$ cat src/rtl/uart_rx_frame_sampler_if.sv
// Bundle between the serial line / tick source and the UART frame sampler.
// The slave side is the sampler; the master side feeds the line and tick
// and observes the frame results.
interface uart_rx_frame_sampler_if #(
    parameter int DATA_BITS = 8
) ();
    logic                 rx_in;
    logic                 sample_tick;
    logic [DATA_BITS-1:0] data_out;
    logic                 check_stop;
    logic                 stop_sample;
    logic                 parity_err;
    logic                 framing_err;
    logic                 busy;

    modport master (
        output rx_in,
        output sample_tick,
        input  data_out,
        input  check_stop,
        input  stop_sample,
        input  parity_err,
        input  framing_err,
        input  busy
    );

    modport slave (
        input  rx_in,
        input  sample_tick,
        output data_out,
        output check_stop,
        output stop_sample,
        output parity_err,
        output framing_err,
        output busy
    );
endinterface

$ cat src/rtl/uart_rx_frame_sampler.sv
// UART receive front end: synchronises the serial line, qualifies the start
// bit at its midpoint, samples data (LSB first) and optional parity at each
// bit centre, and hands the byte plus the stop-bit sample to the stop checker.
// All state advances only on sample_tick; without a tick the block holds.
module uart_rx_frame_sampler #(
    parameter int OVERSAMPLE = 16,
    parameter int DATA_BITS  = 8,
    parameter int PARITY_EN  = 0,
    parameter int PARITY_ODD = 0
) (
    input  logic                     clk,
    input  logic                     reset,
    uart_rx_frame_sampler_if.slave   bus
);
    localparam int CNT_W = $clog2(OVERSAMPLE);
    localparam int BIT_W = $clog2(DATA_BITS);

    localparam logic [CNT_W-1:0] HALF_LAST = CNT_W'(OVERSAMPLE / 2 - 1);
    localparam logic [CNT_W-1:0] BIT_LAST  = CNT_W'(OVERSAMPLE - 1);
    localparam logic [BIT_W-1:0] IDX_LAST  = BIT_W'(DATA_BITS - 1);
    localparam logic             ODD_BIT   = (PARITY_ODD != 0);
    localparam logic             HAS_PAR   = (PARITY_EN != 0);

    typedef enum logic [2:0] {
        IDLE,
        START,
        DATA,
        PARITY,
        STOP
    } state_t;

    state_t               state_q, state_d;
    logic [CNT_W-1:0]     tick_q, tick_d;
    logic [BIT_W-1:0]     idx_q, idx_d;
    logic [DATA_BITS-1:0] shift_q, shift_d;
    logic                 par_acc_q, par_acc_d;
    logic                 par_mis_q, par_mis_d;
    logic                 check_q, check_d;
    logic                 stop_q, stop_d;
    logic                 perr_q, perr_d;
    logic                 ferr_q, ferr_d;
    logic                 rx_meta, rxs;
    logic                 mid_bit;

    // Two-flop synchroniser; the line idles high so both flops reset to 1.
    always_ff @(posedge clk or posedge reset) begin
        if (reset) begin
            rx_meta <= 1'b1;
            rxs     <= 1'b1;
        end else begin
            rx_meta <= bus.rx_in;
            rxs     <= rx_meta;
        end
    end

    // State, counters, shift register and result registers.
    always_ff @(posedge clk or posedge reset) begin
        if (reset) begin
            state_q   <= IDLE;
            tick_q    <= '0;
            idx_q     <= '0;
            shift_q   <= '0;
            par_acc_q <= 1'b0;
            par_mis_q <= 1'b0;
            check_q   <= 1'b0;
            stop_q    <= 1'b1;
            perr_q    <= 1'b0;
            ferr_q    <= 1'b0;
        end else begin
            state_q   <= state_d;
            tick_q    <= tick_d;
            idx_q     <= idx_d;
            shift_q   <= shift_d;
            par_acc_q <= par_acc_d;
            par_mis_q <= par_mis_d;
            check_q   <= check_d;
            stop_q    <= stop_d;
            perr_q    <= perr_d;
            ferr_q    <= ferr_d;
        end
    end

    assign mid_bit = (tick_q == BIT_LAST);

    // Next-state logic: each tick either advances the oversample counter or,
    // at a sample point, consumes the bit and moves on (the tick is not reused).
    always_comb begin
        state_d   = state_q;
        tick_d    = tick_q;
        idx_d     = idx_q;
        shift_d   = shift_q;
        par_acc_d = par_acc_q;
        par_mis_d = par_mis_q;
        check_d   = 1'b0;
        ferr_d    = 1'b0;
        stop_d    = stop_q;
        perr_d    = perr_q;

        if (bus.sample_tick) begin
            case (state_q)
                IDLE: begin
                    if (!rxs) begin
                        state_d = START;
                        tick_d  = '0;
                    end
                end
                START: begin
                    if (tick_q == HALF_LAST) begin
                        tick_d = '0;
                        if (rxs) begin
                            state_d = IDLE;
                        end else begin
                            state_d   = DATA;
                            idx_d     = '0;
                            par_acc_d = 1'b0;
                            par_mis_d = 1'b0;
                        end
                    end else begin
                        tick_d = tick_q + 1'b1;
                    end
                end
                DATA: begin
                    if (mid_bit) begin
                        shift_d   = {rxs, shift_q[DATA_BITS-1:1]};
                        par_acc_d = par_acc_q ^ rxs;
                        tick_d    = '0;
                        if (idx_q == IDX_LAST) begin
                            state_d = HAS_PAR ? PARITY : STOP;
                        end else begin
                            idx_d = idx_q + 1'b1;
                        end
                    end else begin
                        tick_d = tick_q + 1'b1;
                    end
                end
                PARITY: begin
                    if (mid_bit) begin
                        par_mis_d = rxs ^ (par_acc_q ^ ODD_BIT);
                        tick_d    = '0;
                        state_d   = STOP;
                    end else begin
                        tick_d = tick_q + 1'b1;
                    end
                end
                STOP: begin
                    if (mid_bit) begin
                        check_d = 1'b1;
                        stop_d  = rxs;
                        ferr_d  = ~rxs;
                        perr_d  = HAS_PAR ? par_mis_q : 1'b0;
                        tick_d  = '0;
                        state_d = IDLE;
                    end else begin
                        tick_d = tick_q + 1'b1;
                    end
                end
                default: begin
                    state_d = IDLE;
                    tick_d  = '0;
                end
            endcase
        end
    end

    assign bus.data_out    = shift_q;
    assign bus.check_stop  = check_q;
    assign bus.stop_sample = stop_q;
    assign bus.parity_err  = perr_q;
    assign bus.framing_err = ferr_q;
    assign bus.busy        = (state_q != IDLE);
endmodule
$ cat src/flat_wrapper.sv
// flat-port wrapper written by rule: the top's interface ports become plain ports
module uart_rx_frame_sampler_flat 
#(
    parameter int OVERSAMPLE = 16,
    parameter int DATA_BITS  = 8,
    parameter int PARITY_EN  = 0,
    parameter int PARITY_ODD = 0
)
  (clk, reset, bus_rx_in, bus_sample_tick, bus_data_out, bus_check_stop, bus_stop_sample, bus_parity_err, bus_framing_err, bus_busy);
  uart_rx_frame_sampler_if #(.DATA_BITS(DATA_BITS)) bus_i ();
  input  logic clk;
  input  logic reset;
  input wire logic [$bits(bus_i.rx_in)-1:0] bus_rx_in;
  input wire logic [$bits(bus_i.sample_tick)-1:0] bus_sample_tick;
  output wire logic [$bits(bus_i.data_out)-1:0] bus_data_out;
  output wire logic [$bits(bus_i.check_stop)-1:0] bus_check_stop;
  output wire logic [$bits(bus_i.stop_sample)-1:0] bus_stop_sample;
  output wire logic [$bits(bus_i.parity_err)-1:0] bus_parity_err;
  output wire logic [$bits(bus_i.framing_err)-1:0] bus_framing_err;
  output wire logic [$bits(bus_i.busy)-1:0] bus_busy;
  assign bus_i.rx_in = bus_rx_in;
  assign bus_i.sample_tick = bus_sample_tick;
  assign bus_data_out = bus_i.data_out;
  assign bus_check_stop = bus_i.check_stop;
  assign bus_stop_sample = bus_i.stop_sample;
  assign bus_parity_err = bus_i.parity_err;
  assign bus_framing_err = bus_i.framing_err;
  assign bus_busy = bus_i.busy;
  uart_rx_frame_sampler #(.OVERSAMPLE(OVERSAMPLE), .DATA_BITS(DATA_BITS), .PARITY_EN(PARITY_EN), .PARITY_ODD(PARITY_ODD)) u_core (.clk(clk), .reset(reset), .bus(bus_i));
endmodule
$ cat config.mk
export PLATFORM = sky130hd
export DESIGN_NAME = uart_rx_frame_sampler_flat
export DESIGN_NICKNAME = d
export VERILOG_FILES = /design/src/rtl/uart_rx_frame_sampler_if.sv /design/src/rtl/uart_rx_frame_sampler.sv /design/src/flat_wrapper.sv
export SDC_FILE = /design/constraint.sdc
export NUM_CORES = 1
export LEC_CHECK = 0
export CAP_MARGIN = 0
export CELL_PAD_IN_SITES_DETAIL_PLACEMENT = 0
export CELL_PAD_IN_SITES_GLOBAL_PLACEMENT = 1
export CORE_MARGIN = 5
export CORE_UTILIZATION = 46
export CTS_CLUSTER_SIZE = 24
export DETAILED_ROUTE_END_ITERATION = 7
export GPL_ROUTABILITY_DRIVEN = 1
export PLACE_DENSITY_LB_ADDON = 0.1
export SYNTH_ARGS = -nofsm -noshare
export SYNTH_HDL_FRONTEND = slang
export SYNTH_SLANG_ARGS = --single-unit
$ cat constraint.sdc
create_clock -name clk -period 2.8 [get_ports clk]
set_input_delay 0.42 -clock clk [delete_from_list [all_inputs] [get_ports clk]]
set_output_delay 0.42 -clock clk [all_outputs]
set_load 0.005 [all_outputs]
==> results_dict.tcl <==
set metrics [dict create \
    start_util_pct 48.70 \
    critPathRequiredTime_ns 2.38 \
    ys_types 42 \
    drt-total-wl_um 2089 \
    ys_warn_count 0 \
    slew_headroom_pct 43.19 \
    syn_nets 108 \
    fillers 221 \
    start_kind "flop" \
    worstMarginPinSlew_ns 0.8512 \
    synth_area_um2 1217 \
    max_stage_delay_ns 0.60 \
    routed-via-count 774 \
    antenna_cells 0 \
    reg2reg_from "u_core.idx_q[0]$_DFFE_PP0P_" \
    placedCellCount 140 \
    clkLatencyLatePin_ns 0.32 \
    setup_viol 0 \
    max_cap_violations 0 \
    numPortBuffers 15 \
    antenna_found_initial 0 \
    crit_family "flip-flops" \
    syn_to_final_growth_pct 13.57 \
    firstDrtPassIters 4 \
    fmax_mhz 447.9 \
    grt_max_degree 24 \
    hold_viol 0 \
    drv_slew 0 \
    finClkSkew_ns 0.01326 \
    netlist_instances 101 \
    endpoint_kind "output port" \
    postCtsSetupRepairBufs 0 \
    grt_pass1_wl_um 3525 \
    path_cells "nor3_2, inv_2, clkdlybuf4s50_1" \
    nNetsFinal 122 \
    fin_crit_sh_pct 79.73 \
    tns_ns 0 \
    synth_edf_count 0 \
    io_pins 17 \
    rows 18 \
    cts-root-buf "clkbuf_4" \
    ir_drop_v 0.0005408 \
    grt_pass1_vias 736 \
    finalPower_w 0.001006 \
    crit_buf_inv 2 \
    hpwl_um 1522 \
    htreeDepth 1 \
    wl_per_cell_um 14.51 \
    period_needed_ns 2.232 \
    power_density_nw_per_um2 727.8 \
    crit_path_max_fanout 15 \
    track_usage_pct 12.83 \
    status "complete, no violations" \
    rrSetupSlack_ns 1.00 \
    layout_common_cells "20 x dfrtp_1, 15 x clkdlybuf4s50_1, 8 x mux2_2" \
    crit_arrival_ns 1.81 \
    cts_buffer_depth 2 \
    antenna_left 0 \
    rsz0062_at_grt "false" \
    cts_buffers 3 \
    grt-ovfl-total 0 \
    coreArea_um2 2500 \
    die_h_um 61.45 \
    final_common_cell "dfrtp_1" \
    drive_gt1_share_pct 31.58 \
    hold_end "u_core.rxs$_DFF_PP1_" \
    r2r_cells 6 \
    power_leakage_nw 0.6657 \
    hold_path.class "flop to flop" \
    cts_hold_buf 0 \
    cts.sinks 23 \
    viasPerCell 5.375 \
    holdPathStages 0 \
    avgSynthCellArea_um2 12.05 \
    gp_congestion 0.7804 \
    drt_iter0_drc 39 \
    ys_seq_area_share_pct 47.58 \
    hold_path.startpoint "u_core.rx_meta$_DFF_PP1_" \
    worstSetupPathType "flop to output port" \
    timing.hold.ws_ns 0.3674 \
    die-area_um2 3775 \
    ys_seq_elements 23 \
    cts_tree "built" \
    critical-path-slowest-cell "dfrtp_1" \
    clk_pin_slew_ns 0.14 \
    timing.rr.end "u_core.idx_q[1]$_DFFE_PP0P_" \
    synth_top_flop_cell "dfrtp_1" \
    cts_resized 0 \
    instances_no_fill 144 \
    async_reset_ff_share_pct 100.0 \
    drcViolationCount 0 \
    die_w_um 61.45 \
]
report_power, final:
group / internal (W) / switching (W) / leakage, nW
registers: 0.000384 / 0.000124 / 0.299
logic: 0.000172 / 0.000164 / 0.349
clock network: 0.0000536 / 0.000110 / 0.0177
total: 0.000609 / 0.000397 / 0.666
sequential cells by signal (all words and copies together) (netlist names), 3 cells and up:
name                 count
u_core.state_q           3
u_core.bus.data_out      8
u_core.idx_q             3
u_core.tick_q            4
routing by layer:
metal  share of wire, %  GRT usage, %
met4                1.9         5.455
met5                  0             0
met2                 41         18.73
met3                6.1         2.516
met1                 51         18.49
Yosys cell counts, types with 2 or more instances:
master,number,area (µm²)
and3_2,2,15.01
dfstp_2,3,78.83
mux2_4,3,45.04
buf_6,2,22.52
o21ai_1,2,10.01
o21ai_0,5,25.02
a31o_2,2,17.52
a21boi_0,2,15.01
nor2_1,7,26.28
nand3_1,2,10.01
ha_1,3,37.54
a22o_1,2,17.52
nand2_2,2,12.51
mux2_2,8,90.09
inv_1,3,11.26
buf_4,3,22.52
nor3b_1,2,15.01
dfrtp_1,20,500.5
nand2_1,5,18.77
how the worst max path moves through the flow:
stage          slack, ns                     endpoint                     startpoint  depth (start not counted)
3_5_place_dp        0.86  u_core.idx_q[1]$_DFFE_PP0P_                bus_sample_tick                          4
5_1_grt             0.46                     bus_busy  u_core.state_q[1]$_DFFE_PP0P_                          3
6_report            0.57                     bus_busy  u_core.state_q[1]$_DFFE_PP0P_                          3
2_1_floorplan       1.17  u_core.idx_q[0]$_DFFE_PP0P_    u_core.idx_q[0]$_DFFE_PP0P_                          6
3_3_place_gp        0.90  u_core.idx_q[1]$_DFFE_PP0P_                bus_sample_tick                          4
4_1_cts             0.57                     bus_busy  u_core.state_q[1]$_DFFE_PP0P_                          3
per-stage QoR:
step / worst slack (ns) / instance area, µm² / utilization, %
3_3_place_gp: 0.9002 / 1355 / 54.20
3_5_place_dp: 0.8622 / 1355 / 54.20
6_report: 0.5675 / 1383 / 55.31
5_1_grt: 0.4638 / 1383 / 55.31
2_1_floorplan: 1.171 / 1217 / -
4_1_cts: 0.5669 / 1383 / 55.31
worst register-to-register path, cell delays in order (launching register included):
cell and delay, ns:
dfrtp_1 0.43, ha_1 0.21, ha_1 0.18, nor2_1 0.21, a31o_4 0.20, nand4_4 0.14, mux2_4 0.33
logic make-up after synthesis:
| logic type | synth area share (%) |
|---|---|
| other | 0.3080 |
| muxes | 11.10 |
| buffers and inverters | 5.343 |
| DFF | 47.59 |
| xor gates and xnor gates | 0.7196 |
| adders and majority gates | 3.084 |
| and+or+nand+nor | 18.81 |
| AOI/OAI and AO/OA | 13.05 |
layout make-up:
class | instances | area, µm² | share of cell area (%)
Sequential cell | 23 | 579.3 | 41.90
Clock buffer | 3 | 22.52 | 1.629
Tap cell | 30 | 37.54 | 2.715
Clock inverter | 1 | 5.005 | 0.3620
Multi-Input combinational cell | 68 | 573.1 | 41.45
Timing Repair Buffer | 15 | 150.1 | 10.86
Inverter | 4 | 15.01 | 1.086
No activity file was read; power rests on OpenSTA's default activity.
